[src/rtl/cnn_pixel_streamer_if.sv]
// cnn_pixel_streamer_if
// Pixel stream handshake between the SRAM frame reader and the CNN line buffer.
//   pixel_valid  master -> slave  head pixel is valid
//   pixel_ready  slave  -> master downstream accepts the head pixel
//   pixel_data   master -> slave  pixel value (DATA_WIDTH bits)
//   pixel_eol    master -> slave  pixel is the last column of its row
//   pixel_last   master -> slave  pixel is the last pixel of the frame
interface cnn_pixel_streamer_if #(
  parameter int DATA_WIDTH = 8
);
  logic                  pixel_valid;
  logic                  pixel_ready;
  logic [DATA_WIDTH-1:0] pixel_data;
  logic                  pixel_eol;
  logic                  pixel_last;

  modport master (
    output pixel_valid,
    output pixel_data,
    output pixel_eol,
    output pixel_last,
    input  pixel_ready
  );

  modport slave (
    input  pixel_valid,
    input  pixel_data,
    input  pixel_eol,
    input  pixel_last,
    output pixel_ready
  );
endinterface

[src/rtl/cnn_pixel_streamer.sv]
// cnn_pixel_streamer
// Reads one WIDTH x HEIGHT frame from a single-port SRAM in raster order and
// streams it out through a 2-entry FIFO with valid/ready backpressure.
// Optional build macro CNN_PIXEL_STREAMER_ZERO_PAD_EN adds a 1-pixel zero
// border, giving a (WIDTH+2) x (HEIGHT+2) output frame.
// Ports:
//   clk, rst_n   clock (rising edge), asynchronous active-low reset
//   start        1-cycle frame request, ignored while busy or in the done cycle
//   base_addr    SRAM word address of pixel (0,0), sampled on start
//   busy         frame in progress
//   done         1-cycle pulse after the last pixel handshake
//   mem_req      SRAM read strobe; mem_addr its address
//   mem_rdata    SRAM read data, valid the cycle after mem_req
//   pix          pixel stream (master side of cnn_pixel_streamer_if)
module cnn_pixel_streamer #(
  parameter int DATA_WIDTH = 8,
  parameter int WIDTH      = 28,
  parameter int HEIGHT     = 28,
  parameter int ADDR_WIDTH = 10
) (
  input  logic                  clk,
  input  logic                  rst_n,
  input  logic                  start,
  input  logic [ADDR_WIDTH-1:0] base_addr,
  output logic                  busy,
  output logic                  done,
  output logic                  mem_req,
  output logic [ADDR_WIDTH-1:0] mem_addr,
  input  logic [DATA_WIDTH-1:0] mem_rdata,
  cnn_pixel_streamer_if.master  pix
);

`ifdef CNN_PIXEL_STREAMER_ZERO_PAD_EN
  localparam int PAD = 1;
`else
  localparam int PAD = 0;
`endif
  localparam int COLS  = WIDTH + 2 * PAD;
  localparam int ROWS  = HEIGHT + 2 * PAD;
  localparam int COL_W = (COLS > 1) ? $clog2(COLS) : 1;
  localparam int ROW_W = (ROWS > 1) ? $clog2(ROWS) : 1;
  localparam logic [COL_W-1:0] COL_LAST = COL_W'(COLS - 1);
  localparam logic [ROW_W-1:0] ROW_LAST = ROW_W'(ROWS - 1);

  typedef enum logic [1:0] {S_IDLE, S_RUN, S_DRAIN} state_t;

  state_t                         state_q, state_d;
  logic [ADDR_WIDTH-1:0]          addr_q, addr_d;
  logic [ROW_W-1:0]               row_q, row_d;
  logic [COL_W-1:0]               col_q, col_d;
  logic                           done_q, done_d;
  // One-deep issue pipeline: an entry issued last cycle lands in the FIFO now.
  logic                           infl_q, infl_d;
  logic                           infl_eol_q, infl_eol_d;
  logic                           infl_last_q, infl_last_d;
  logic                           infl_zero_q, infl_zero_d;
  logic [1:0][DATA_WIDTH-1:0]     fifo_data_q, fifo_data_d;
  logic [1:0]                     fifo_eol_q, fifo_eol_d;
  logic [1:0]                     fifo_last_q, fifo_last_d;
  logic                           rd_ptr_q, rd_ptr_d;
  logic                           wr_ptr_q, wr_ptr_d;
  logic [1:0]                     count_q, count_d;

  logic                           fifo_valid;
  logic                           pop;
  logic                           issue;
  logic                           border;
  logic                           pos_eol;
  logic                           pos_last;
  logic [2:0]                     used;

  always_comb begin
    border = 1'b0;
`ifdef CNN_PIXEL_STREAMER_ZERO_PAD_EN
    border = (row_q == '0) || (row_q == ROW_LAST) ||
             (col_q == '0) || (col_q == COL_LAST);
`endif
  end

  always_comb begin
    fifo_valid = (count_q != 2'd0);
    pop        = fifo_valid && pix.pixel_ready;
    pos_eol    = (col_q == COL_LAST);
    pos_last   = pos_eol && (row_q == ROW_LAST);
    // The slot freed by this cycle's pop is reusable immediately, which is
    // what allows one pixel per cycle with a budget of only two entries.
    used       = {1'b0, count_q} - {2'b0, pop} + {2'b0, infl_q};

    state_d     = state_q;
    addr_d      = addr_q;
    row_d       = row_q;
    col_d       = col_q;
    done_d      = 1'b0;
    issue       = 1'b0;
    mem_req     = 1'b0;
    fifo_data_d = fifo_data_q;
    fifo_eol_d  = fifo_eol_q;
    fifo_last_d = fifo_last_q;
    rd_ptr_d    = rd_ptr_q;
    wr_ptr_d    = wr_ptr_q;

    case (state_q)
      S_IDLE: begin
        if (start && !done_q) begin
          state_d = S_RUN;
          addr_d  = base_addr;
          row_d   = '0;
          col_d   = '0;
        end
      end
      S_RUN: begin
        if (used < 3'd2) begin
          issue   = 1'b1;
          mem_req = !border;
          if (!border) addr_d = addr_q + ADDR_WIDTH'(1);
          if (pos_eol) begin
            col_d = '0;
            row_d = row_q + ROW_W'(1);
          end else begin
            col_d = col_q + COL_W'(1);
          end
          if (pos_last) state_d = S_DRAIN;
        end
      end
      S_DRAIN: begin
        if (pop && fifo_last_q[rd_ptr_q]) begin
          state_d = S_IDLE;
          done_d  = 1'b1;
        end
      end
      default: state_d = S_IDLE;
    endcase

    infl_d      = issue;
    infl_eol_d  = issue && pos_eol;
    infl_last_d = issue && pos_last;
    infl_zero_d = issue && border;

    if (infl_q) begin
      fifo_data_d[wr_ptr_q] = infl_zero_q ? '0 : mem_rdata;
      fifo_eol_d[wr_ptr_q]  = infl_eol_q;
      fifo_last_d[wr_ptr_q] = infl_last_q;
      wr_ptr_d              = ~wr_ptr_q;
    end
    if (pop) rd_ptr_d = ~rd_ptr_q;
    count_d = count_q + {1'b0, infl_q} - {1'b0, pop};
  end

  always_comb begin
    busy            = (state_q != S_IDLE);
    done            = done_q;
    mem_addr        = addr_q;
    pix.pixel_valid = fifo_valid;
    pix.pixel_data  = fifo_valid ? fifo_data_q[rd_ptr_q] : '0;
    pix.pixel_eol   = fifo_valid && fifo_eol_q[rd_ptr_q];
    pix.pixel_last  = fifo_valid && fifo_last_q[rd_ptr_q];
  end

  always_ff @(posedge clk or negedge rst_n) begin
    if (!rst_n) begin
      state_q     <= S_IDLE;
      addr_q      <= '0;
      row_q       <= '0;
      col_q       <= '0;
      done_q      <= 1'b0;
      infl_q      <= 1'b0;
      infl_eol_q  <= 1'b0;
      infl_last_q <= 1'b0;
      infl_zero_q <= 1'b0;
      fifo_data_q <= '0;
      fifo_eol_q  <= '0;
      fifo_last_q <= '0;
      rd_ptr_q    <= 1'b0;
      wr_ptr_q    <= 1'b0;
      count_q     <= '0;
    end else begin
      state_q     <= state_d;
      addr_q      <= addr_d;
      row_q       <= row_d;
      col_q       <= col_d;
      done_q      <= done_d;
      infl_q      <= infl_d;
      infl_eol_q  <= infl_eol_d;
      infl_last_q <= infl_last_d;
      infl_zero_q <= infl_zero_d;
      fifo_data_q <= fifo_data_d;
      fifo_eol_q  <= fifo_eol_d;
      fifo_last_q <= fifo_last_d;
      rd_ptr_q    <= rd_ptr_d;
      wr_ptr_q    <= wr_ptr_d;
      count_q     <= count_d;
    end
  end

endmodule
[src/flat_wrapper.sv]
// flat-port wrapper written by rule: the top's interface ports become plain ports
module cnn_pixel_streamer_flat 
#(
  parameter int DATA_WIDTH = 8,
  parameter int WIDTH      = 28,
  parameter int HEIGHT     = 28,
  parameter int ADDR_WIDTH = 10
)
  (clk, rst_n, start, base_addr, busy, done, mem_req, mem_addr, mem_rdata, pix_pixel_valid, pix_pixel_data, pix_pixel_eol, pix_pixel_last, pix_pixel_ready);
  cnn_pixel_streamer_if #(.DATA_WIDTH(DATA_WIDTH)) pix_i ();
  input  logic clk;
  input  logic rst_n;
  input  logic start;
  input  logic [ADDR_WIDTH-1:0] base_addr;
  output logic busy;
  output logic done;
  output logic mem_req;
  output logic [ADDR_WIDTH-1:0] mem_addr;
  input  logic [DATA_WIDTH-1:0] mem_rdata;
  output wire logic [$bits(pix_i.pixel_valid)-1:0] pix_pixel_valid;
  output wire logic [$bits(pix_i.pixel_data)-1:0] pix_pixel_data;
  output wire logic [$bits(pix_i.pixel_eol)-1:0] pix_pixel_eol;
  output wire logic [$bits(pix_i.pixel_last)-1:0] pix_pixel_last;
  input wire logic [$bits(pix_i.pixel_ready)-1:0] pix_pixel_ready;
  assign pix_pixel_valid = pix_i.pixel_valid;
  assign pix_pixel_data = pix_i.pixel_data;
  assign pix_pixel_eol = pix_i.pixel_eol;
  assign pix_pixel_last = pix_i.pixel_last;
  assign pix_i.pixel_ready = pix_pixel_ready;
  cnn_pixel_streamer #(.DATA_WIDTH(DATA_WIDTH), .WIDTH(WIDTH), .HEIGHT(HEIGHT), .ADDR_WIDTH(ADDR_WIDTH)) u_core (.clk(clk), .rst_n(rst_n), .start(start), .base_addr(base_addr), .busy(busy), .done(done), .mem_req(mem_req), .mem_addr(mem_addr), .mem_rdata(mem_rdata), .pix(pix_i));
endmodule
[config.mk]
export PLATFORM = sky130hd
export DESIGN_NAME = cnn_pixel_streamer_flat
export DESIGN_NICKNAME = d
export VERILOG_FILES = /design/src/rtl/cnn_pixel_streamer_if.sv /design/src/rtl/cnn_pixel_streamer.sv /design/src/flat_wrapper.sv
export SDC_FILE = /design/constraint.sdc
export NUM_CORES = 1
export LEC_CHECK = 0
export CORE_MARGIN = 1
export CORE_UTILIZATION = 33
export DETAILED_ROUTE_END_ITERATION = 10
export SYNTH_ARGS = -nofsm -noshare
export SYNTH_HDL_FRONTEND = slang
export SYNTH_SLANG_ARGS = --single-unit
[constraint.sdc]
create_clock -name clk -period 8.15 [get_ports clk]
set_input_delay 0.815 -clock clk [delete_from_list [all_inputs] [get_ports clk]]
set_output_delay 0.815 -clock clk [all_outputs]
set_load 0.005 [all_outputs]
* Word level (Yosys, flattened, before mapping)
Cells that the tools add are included.
** Cells by class
- Bitwise gates (word level) :: 2
- Add/sub/neg operators :: 7
- Shifts and indexed selects :: 0
- Magnitude comparators :: 4
- Mux-type cells :: 33
- Multipliers :: 0
- Equal/unequal tests :: 9
- Reduce and logical (&&, ||, !) cells :: 17
- Div/mod/pow operators :: 0
** Operators with widths (number)
- 8-bit 2-to-1 mux :: 4
- 5-bit 2-to-1 mux :: 5
- 10-bit 2-to-1 mux :: 2
- 10-bit one-hot mux with 2 select lines :: 1
- 5-bit one-hot mux with 2 select lines :: 2
- 16-bit bitwise mux :: 1
- 10-bit by 1-bit adder with 10-bit output (second input constant) :: 1
- 5-bit by 1-bit adder with 5-bit output (second input constant) :: 2
- 5-bit == test (second input constant) :: 2
- 2-bit by 1-bit != test with 1-bit output (second input constant) :: 5
- 1-bit logical AND :: 9
- 1-bit 2-to-1 mux :: 9
- 8-bit demux with 1-bit select :: 1
- 2-bit 2-to-1 mux :: 4
- 4-bit AND reduction :: 2
- 2-bit one-hot mux with 3 select lines :: 1
- 2-bit nonzero test :: 3
- 2-bit bitwise mux :: 2
- 1-bit by 2-bit < comparator with 1-bit output (second input constant) :: 2
- 3-bit by 1-bit adder with 3-bit output :: 1
- 3-bit by 2-bit < comparator with 1-bit output (second input constant) :: 1
- 3-bit AND reduction :: 1
- 2-bit by 1-bit subtractor with 3-bit output :: 1
- 2-bit by 1-bit adder with 2-bit output :: 1
- other kinds (8) :: 9
** Storage, ports and cells
- Memories :: 0
- Flip-flop bits (word level) :: 50
- Memory bits (read-only) :: 0
- Bits in latches :: 0
- RAM bits :: 0
- Input bits :: 22
- Output and inout port bits :: 24

* Longest topological paths before layout
Gate-level depths: netlist (run 1).
- Word-level depth :: 8
- Gate-level depth with buffers :: 11
- Mapped depth without buffers :: 10

* Worst setup path before layout (run 1)
No wires, ideal clock.
- Path type :: input -> output
- Start :: input pix_pixel_ready
- End :: output mem_req
- Data arrival time :: 2.334 ns
- Cell stages on the path :: 9
- Slack :: 5.001 ns
- Cell sequence :: o21ai_1 -> xnor2_1 -> ha_1 -> inv_1 -> fa_1 -> and3b_1 -> buf_2 -> nand2_1 -> inv_1
** On the way
- Word-level cells in the longest chain between the ends :: 6
** Ends and longest elaborated chain
- start: declaration :: RTL line flat_wrapper.sv:24 : input wire logic [$bits(pix_i.pixel_ready)-1:0] pix_pixel_ready;
- 1-bit logical AND :: RTL line cnn_pixel_streamer.sv:82 : pop = fifo_valid && pix.pixel_ready;
- 2-bit by 1-bit subtractor with 3-bit output :: RTL line cnn_pixel_streamer.sv:87 : used = {1'b0, count_q} - {2'b0, pop} + {2'b0, infl_q};
- 3-bit by 1-bit adder with 3-bit output :: RTL line cnn_pixel_streamer.sv:87
- 3-bit by 2-bit < comparator with 1-bit output :: RTL line cnn_pixel_streamer.sv:112 : if (used < 3'd2) begin
- 1-bit 2-to-1 mux :: RTL line cnn_pixel_streamer.sv:112
- 1-bit 2-to-1 mux :: RTL line cnn_pixel_streamer.sv:102 : case (state_q)
- end: declaration :: RTL line flat_wrapper.sv:17 : output logic mem_req;
No other way between the ends.

* Final worst setup path (run 1)
Same ends and word-level chain as after synthesis.

==> impl_results.md, run 1 <==
- Clock transition at path regs: 100 ps
- Leak: 1.35 nW
- Slew at the pin closest to its max-slew limit: 1110 ps
- VDD IR max: 0.000136 V
- CTS Hold Buffers Added: 0
- R2R Path End: u_core.mem_addr[9]$_DFFE_PN0P_
- Hold Path Class: flop to flop
- Commonest non-fill, non-tap cells in the layout: 50 x dfrtp_1, 44 x clkdlybuf4s50_1, 20 x nor2_1, 20 x mux2_2
- Tmin final: 4300 ps
- Max Slew Vio Count: 0
- Vias in the first global route: 1,779
- Combinational share of power: 0.494
- Pin count of the biggest net entering global routing: 51
- Initial drt markers: 58
- Sw Share: 0.391
- Post-CTS Setup Inserts: 0
- Full die area: 7770 sq um
- Clock buffer depth: 2
- Max-cap violations: 0
- Fillers: 729
- Overflow after GRT: 0
- H-tree depth: 2
- Slew HR: 0.261
- Vias per cell: 4.98
- Core area: 7210 sq um
- Layout cell share with drive strength beyond 1: 0.137
- Antenna Nets Post-Route: 0
- Syn_nets: 252
- Final Core Density: 0.427
- GRT Util Overall: 0.140
- DRC: 0
- Cell variety after synth: 44
- Hold Vio Cnt, Final: 0
- Cell Pwr Density: 374 nW/um^2
- Starting Density: 0.339
- RSZ-0062 raised after global routing: no
- WHS Path Cells: 1
- Most common cell after layout, fill and taps aside: dfrtp_1
- Reg2Reg Depth: 9
- Pre-Repair DR Iteration Count: 4
- Clk Latency, worst-skew pair: 300 ps
- CP endpoint kind: output port
- Total Negative Setup Slacks: 0 ps
- Netlist Area Pre-Place: 2450 sq um
- Setup violations, final: 0
- Status: complete, no violations
- Die boundary width: 88.1 um
- Root Driver: clkbuf_8
- Reg-to-reg setup timing slack: 5100 ps
- Hold path start: u_core.wr_ptr_q$_DFFE_PN0P_
- Crit path max fanout: 7
- Top-area cell type share of the netlist area: 0.511
- Type of origin of the critical path: input port
- First-pass GRT wire length: 8.40 mm
- Part of the power in registers: 0.379
- Setup CP Type: input port to output port
- Avg Synthesized Cell Area: 10.9 sq um
- P_int: 0.702 mW
- Clock Skew: 8.53 ps
- Psw: 0.450 mW
- Diode count: 0
- Synth warnings: 0
- Period utilization: 0.527
- Worst EP arrival: 3480 ps
- FMAX: 233 MHz
- GPL Wtd Cong: 0.750
- Routed len/inst: 13.7 um
- Routed WL: 5.05 mm
- Reg2Reg Launch Point: u_core.count_q[1]$_DFF_PN0_
- Port Buffers: 45
- Worst endpoint required time: 7340 ps
- Syn Inst Count: 225
- Synth-to-Final Area Change: 25.8%
- Initial antenna violation count: 0
- Dominant cell type by area after synthesis: dfrtp_1
- Hpwl dp: 3.53 mm
- Vias: 1,839
- TritonCTS clock tree: yes
- # resized after CTS: 0
- WHS Endpoint: u_core.wr_ptr_q$_DFFE_PN0P_
- Nets@finish: 296
- Register area share after synthesis: 0.511
- CTS buffer count: 5
- Ranking of synthesized cells by area: dfrtp_1 51%, mux2_2 9.2%, mux2i_1 5.3%, a21oi_1 3.3%, nor2_1 3.1%
- I/O pin cnt: 46
- Clock power frac: 0.127
- Clock sink total: 50
- Chip height: 88.1 um
- Yosys reg bits: 50
- Row count: 31
cells by family (layout without fill, tap and decap cells):
logic type | after synthesis | count (layout) | share of synthesized area
flops | 50 | 50 | 0.511
buf+inv | 14 | 59 | 0.0225
fa+ha+maj | 5 | 5 | 0.0286
xor+xnor | 6 | 6 | 0.0291
compound gates | 44 | 44 | 0.106
mux | 33 | 33 | 0.145
simple gates | 73 | 73 | 0.157
cell type report:
type | instances | area [sq um] | area share
Clock inverter | 3 | 21.3 | 0.00691
Multi-Input combinational cell | 161 | 1140 | 0.371
Clock buffer | 5 | 68.8 | 0.0223
Sequential cell | 50 | 1250 | 0.406
Tap cell | 99 | 124 | 0.0402
Inverter | 5 | 18.8 | 0.00610
Timing Repair Buffer | 46 | 453 | 0.147
through the flow:
step	hold WS (ps)	setup slack [ps]	cell area, sq um	std cells	power [mW]
global placement	477	3950	2990	361	1.00
global route	522	3650	3080	369	1.25
CTS	500	3850	3080	369	1.17
floorplan	461	5000	2450	225	0.790
finish	494	3850	3080	369	1.15
detailed placement	483	3860	2990	361	1.02
registers in the layout (all words and copies together), names as in the netlist, 2 cells and up:
register            count
u_core.row_q            5
u_core.state_q          2
u_core.fifo_eol_q       2
u_core.mem_addr        10
u_core.fifo_data_q     16
u_core.col_q            5
u_core.fifo_last_q      2
u_core.count_q          2
layer usage:
| metal | vias to the layer above | GRT usage | part of all wire |
|---|---|---|---|
| met4 | 0 | 0.0308 | 0.0057 |
| met2 | 44 | 0.228 | 0.46 |
| met5 | - | 0 | 0 |
| li1 | 889 | - | - |
| met1 | 901 | 0.190 | 0.48 |
| met3 | 5 | 0.0358 | 0.053 |
how the worst max path moves through the flow:
stage / start / endpoint / depth (start not counted)
after floorplan: pix_pixel_ready / mem_req / 9
after global placement: pix_pixel_ready / mem_req / 10
after detailed placement: pix_pixel_ready / mem_req / 10
after CTS: pix_pixel_ready / mem_req / 10
after global routing: pix_pixel_ready / mem_req / 10
final: pix_pixel_ready / mem_req / 10
critical path: stages:
cell	delay, ps
clkdlybuf4s50_1	450
o21ai_1	150
xnor2_1	200
ha_1	160
inv_1	50
fa_1	490
and3b_1	330
nand2_1	170
inv_1	130
clkdlybuf4s50_1	530
synth_stat cells, drive strengths merged:
master / n
o32ai: 2
clkbuf: 6
nor3b: 1
and3b: 1
dfrtp: 50
and4: 1
a41o: 1
nor2: 20
and4b: 1
mux2i: 13
buf: 3
fa: 1
a32oi: 1
mux2: 20
or3b: 1
a21oi: 17
inv: 5
nand4: 5
xnor2: 4
a31o: 1
ha: 4
and3: 1
nand2b: 1
nor4b: 1
nand2: 16
a21o: 1
or2: 1
or3: 3
xor2: 2
o21ai: 13
nor2b: 4
nand3: 10
nor3: 4
o31ai: 2
a31oi: 1
or2b: 1
and2: 1
a211oi: 1
o22ai: 4
power by group through the flow:
stage | clock network (mW) | logic, mW | registers, mW
5_1_grt | 0.162 | 0.640 | 0.452
3_3_place_gp | 0 | 0.562 | 0.441
6_report | 0.146 | 0.570 | 0.437
2_1_floorplan | 0 | 0.378 | 0.412
4_1_cts | 0.152 | 0.579 | 0.439
3_5_place_dp | 0 | 0.576 | 0.444
Power figures use the tool's default switching activity.
==> inputs of run 2 (changes only) <==
clock period = 4.2 ns   (was 8.15 ns; I/O delays follow)
==> impl_results.md, run 2 (synthesis results as in run 1) <==
- Vias per cell: 5.04 (+1.2%)
- CTS buffer count: 5 (unchanged)
- Clock transition at path regs: 90 ps (about the same)
- CP startpoint: u_core.count_q[1]$_DFF_PN0_
- Root Driver: clkbuf_8
- Post-CTS Setup Inserts: 0 (unchanged)
- Critical path capture point: mem_req
- Vias: 1,866 (+1.5%)
- CTS Hold Buffers Added: 0 (unchanged)
- Crit path max fanout: 7 (unchanged)
- # resized after CTS: 0 (unchanged)
- Setup violations, final: 0 (unchanged)
- Hpwl dp: 3.53 mm (about the same)
- Clock power frac: 0.148 (+0.021)
- Total Negative Setup Slacks: 0 ps (unchanged)
- FMAX: 271 MHz
- Max stage delay on crit path: 530 ps (about the same)
- Chip height: 88.1 um (unchanged)
- Full die area: 7770 sq um (unchanged)
- Total Power: 2.29 mW (+99%)
- CP max stage cell: clkdlybuf4s50_1
- Hold Path Class: input port to asynchronous set/reset pin
- Clk Latency, worst-skew pair: 300 ps (about the same)
- Setup CP Type: flop to output port
- Reg-to-reg setup timing slack: 1150 ps (-3950 ps)
- Biggest register: u_core.fifo_data_q
- First-pass GRT wire length: 8.54 mm (+1.7%)
- Layout cell share with drive strength beyond 1: 0.140 (+0.00318)
- CP endpoint kind: output port
- Reg2Reg Launch Point: u_core.count_q[1]$_DFF_PN0_
- I/O pin cnt: 46 (unchanged)
- Initial drt markers: 57 (-1.7%)
- Clock sink total: 50 (unchanged)
- RSZ-0062 raised after global routing: no
- DRC: 0 (unchanged)
- Row count: 31 (unchanged)
- CP most frequent cell: inv_1
- TritonCTS clock tree: yes
- Slew at the pin closest to its max-slew limit: 933 ps (-176 ps)
- Slew HR: 0.377 (+0.116)
- Clock Skew: 6.92 ps (-1.61 ps)
- Pin count of the biggest net entering global routing: 51 (unchanged)
- Routed len/inst: 13.6 um (-0.67%)
- Pre-Repair DR Iteration Count: 4 (unchanged)
- GRT Util Overall: 0.142 (+0.00192)
- Overflow after GRT: 0 (unchanged)
- Sw Share: 0.379 (-0.0120)
- Die boundary width: 88.1 um (unchanged)
- Reg2Reg Depth: 9 (unchanged)
- Port Buffers: 45 (unchanged)
- Part of the power in registers: 0.370 (-0.009)
- Hold Vio Cnt, Final: 0 (unchanged)
- GPL Wtd Cong: 0.757 (+0.99%)
- Type of origin of the critical path: flop
- Worst EP arrival: 3270 ps (-210 ps)
- Cells along the critical path: o21ai_1 -> xnor2_1 -> ha_1 -> inv_1 -> fa_1 -> and3b_1 -> nand2_1 -> inv_1 -> clkdlybuf4s50_1
- Crit path max-delay family: buffers and inverters
- Tmin final: 3690 ps
- Combinational share of power: 0.481 (-0.013)
- Synth-to-Final Area Change: 27.0%
- P_int: 1.43 mW (+100%)
- Clock buffer depth: 2 (unchanged)
- Diode count: 0 (unchanged)
- Nets@finish: 297 (+0.34%)
- R2R Path End: u_core.mem_addr[9]$_DFFE_PN0P_
- Number of flip-flops in the largest register: 16 (unchanged)
- Initial antenna violation count: 0 (unchanged)
- Commonest non-fill, non-tap cells in the layout: 50 x dfrtp_1, 44 x clkdlybuf4s50_1, 20 x nor2_1, 20 x mux2_2
- Max-cap violations: 0 (unchanged)
- Fillers: 724 (-0.69%)
- Core area: 7210 sq um (unchanged)
- Psw: 0.868 mW (+93%)
- Worst Setup Slack, final: 508 ps (-3340 ps)
- Starting Density: 0.339 (unchanged)
- Most common cell after layout, fill and taps aside: dfrtp_1
- H-tree depth: 2 (unchanged)
- Dpl ws: 712 ps (-3150 ps)
- Buffer and inverter count on the worst path: 3 (-1)
- Worst endpoint required time: 3780 ps (-3560 ps)
- Max Slew Vio Count: 0 (unchanged)
- Leak: 1.37 nW (+1.4%)
- Routed WL: 5.03 mm (-0.40%)
- VDD IR max: 0.000252 V (+85%)
- Status: complete, no violations
- Vias in the first global route: 1,782 (+0.17%)
- Critical path depth: 9 (-1)
- Period utilization: 0.879
- Cell Pwr Density: 738 nW/um^2 (+97%)
- Antenna Nets Post-Route: 0 (unchanged)
[run 2: worst min path at each step]
stage / slack [ps] / endpoint / cells after the start
2_1_floorplan: 120 / u_core.col_q[0]$_DFFE_PN0P_ / 0
3_3_place_gp: 470 / u_core.wr_ptr_q$_DFFE_PN0P_ / 1
3_5_place_dp: 480 / u_core.wr_ptr_q$_DFFE_PN0P_ / 1
4_1_cts: 230 / u_core.fifo_data_q[0]$_DFFE_PN0P_ / 2
5_1_grt: 270 / u_core.fifo_data_q[8]$_DFFE_PN0P_ / 2
6_report: 210 / u_core.fifo_data_q[0]$_DFFE_PN0P_ / 2
[run 2: power groups by stage]
stage / Clock [mW] / Combinational [mW] / Sequential (mW)
after floorplan: 0 / 0.733 / 0.799
after global placement: 0 / 1.09 / 0.855
after detailed placement: 0 / 1.11 / 0.861
after CTS: 0.356 / 1.12 / 0.851
after global routing: 0.377 / 1.24 / 0.879
final: 0.340 / 1.10 / 0.850
[run 2: metrics by stage]
stage               cells  hold WS, ps   util  instance area (sq um)
floorplan             225          124      -                   2450
global route          370          266  0.431                   3110
detailed placement    362          480  0.415                   3000
global placement      362          474  0.415                   3000
CTS                   370          233  0.431                   3110
finish                370          209  0.431                   3110
[run 2: final cells by class]
class	instances	area, sq um	share of cell area
Timing Repair Buffer	47	460	0.148
Sequential cell	50	1250	0.402
Multi-Input combinational cell	161	1140	0.367
Tap cell	99	124	0.0398
Clock inverter	3	43.8	0.0141
Inverter	5	18.8	0.00604
Clock buffer	5	68.8	0.0221
[run 2: per-layer routing]
layer	GRT usage	vias up	routed length [um]
met2	0.231	55	2360
li1	-	900	-
met4	0.0308	0	42
met1	0.193	905	2350
met3	0.0339	6	285
met5	0	-	0
[run 2: worst reg2reg max path, delay by kind of cell, from the launching register on]
family / cells / cell delay [ps]
flip-flops: 1 / 510
XOR/XNOR: 1 / 190
buffers and inverters: 1 / 50
AO/OA/AOI/OAI: 3 / 1060
AND/OR/NAND/NOR: 2 / 510
adder cells (fa/ha/maj): 2 / 680
==> inputs of run 3 (changes only) <==
SLEW_MARGIN = 20   (was default)
==> results of run 3 <==
No change in the layout: final DEF, timing and power equal those of run 2.
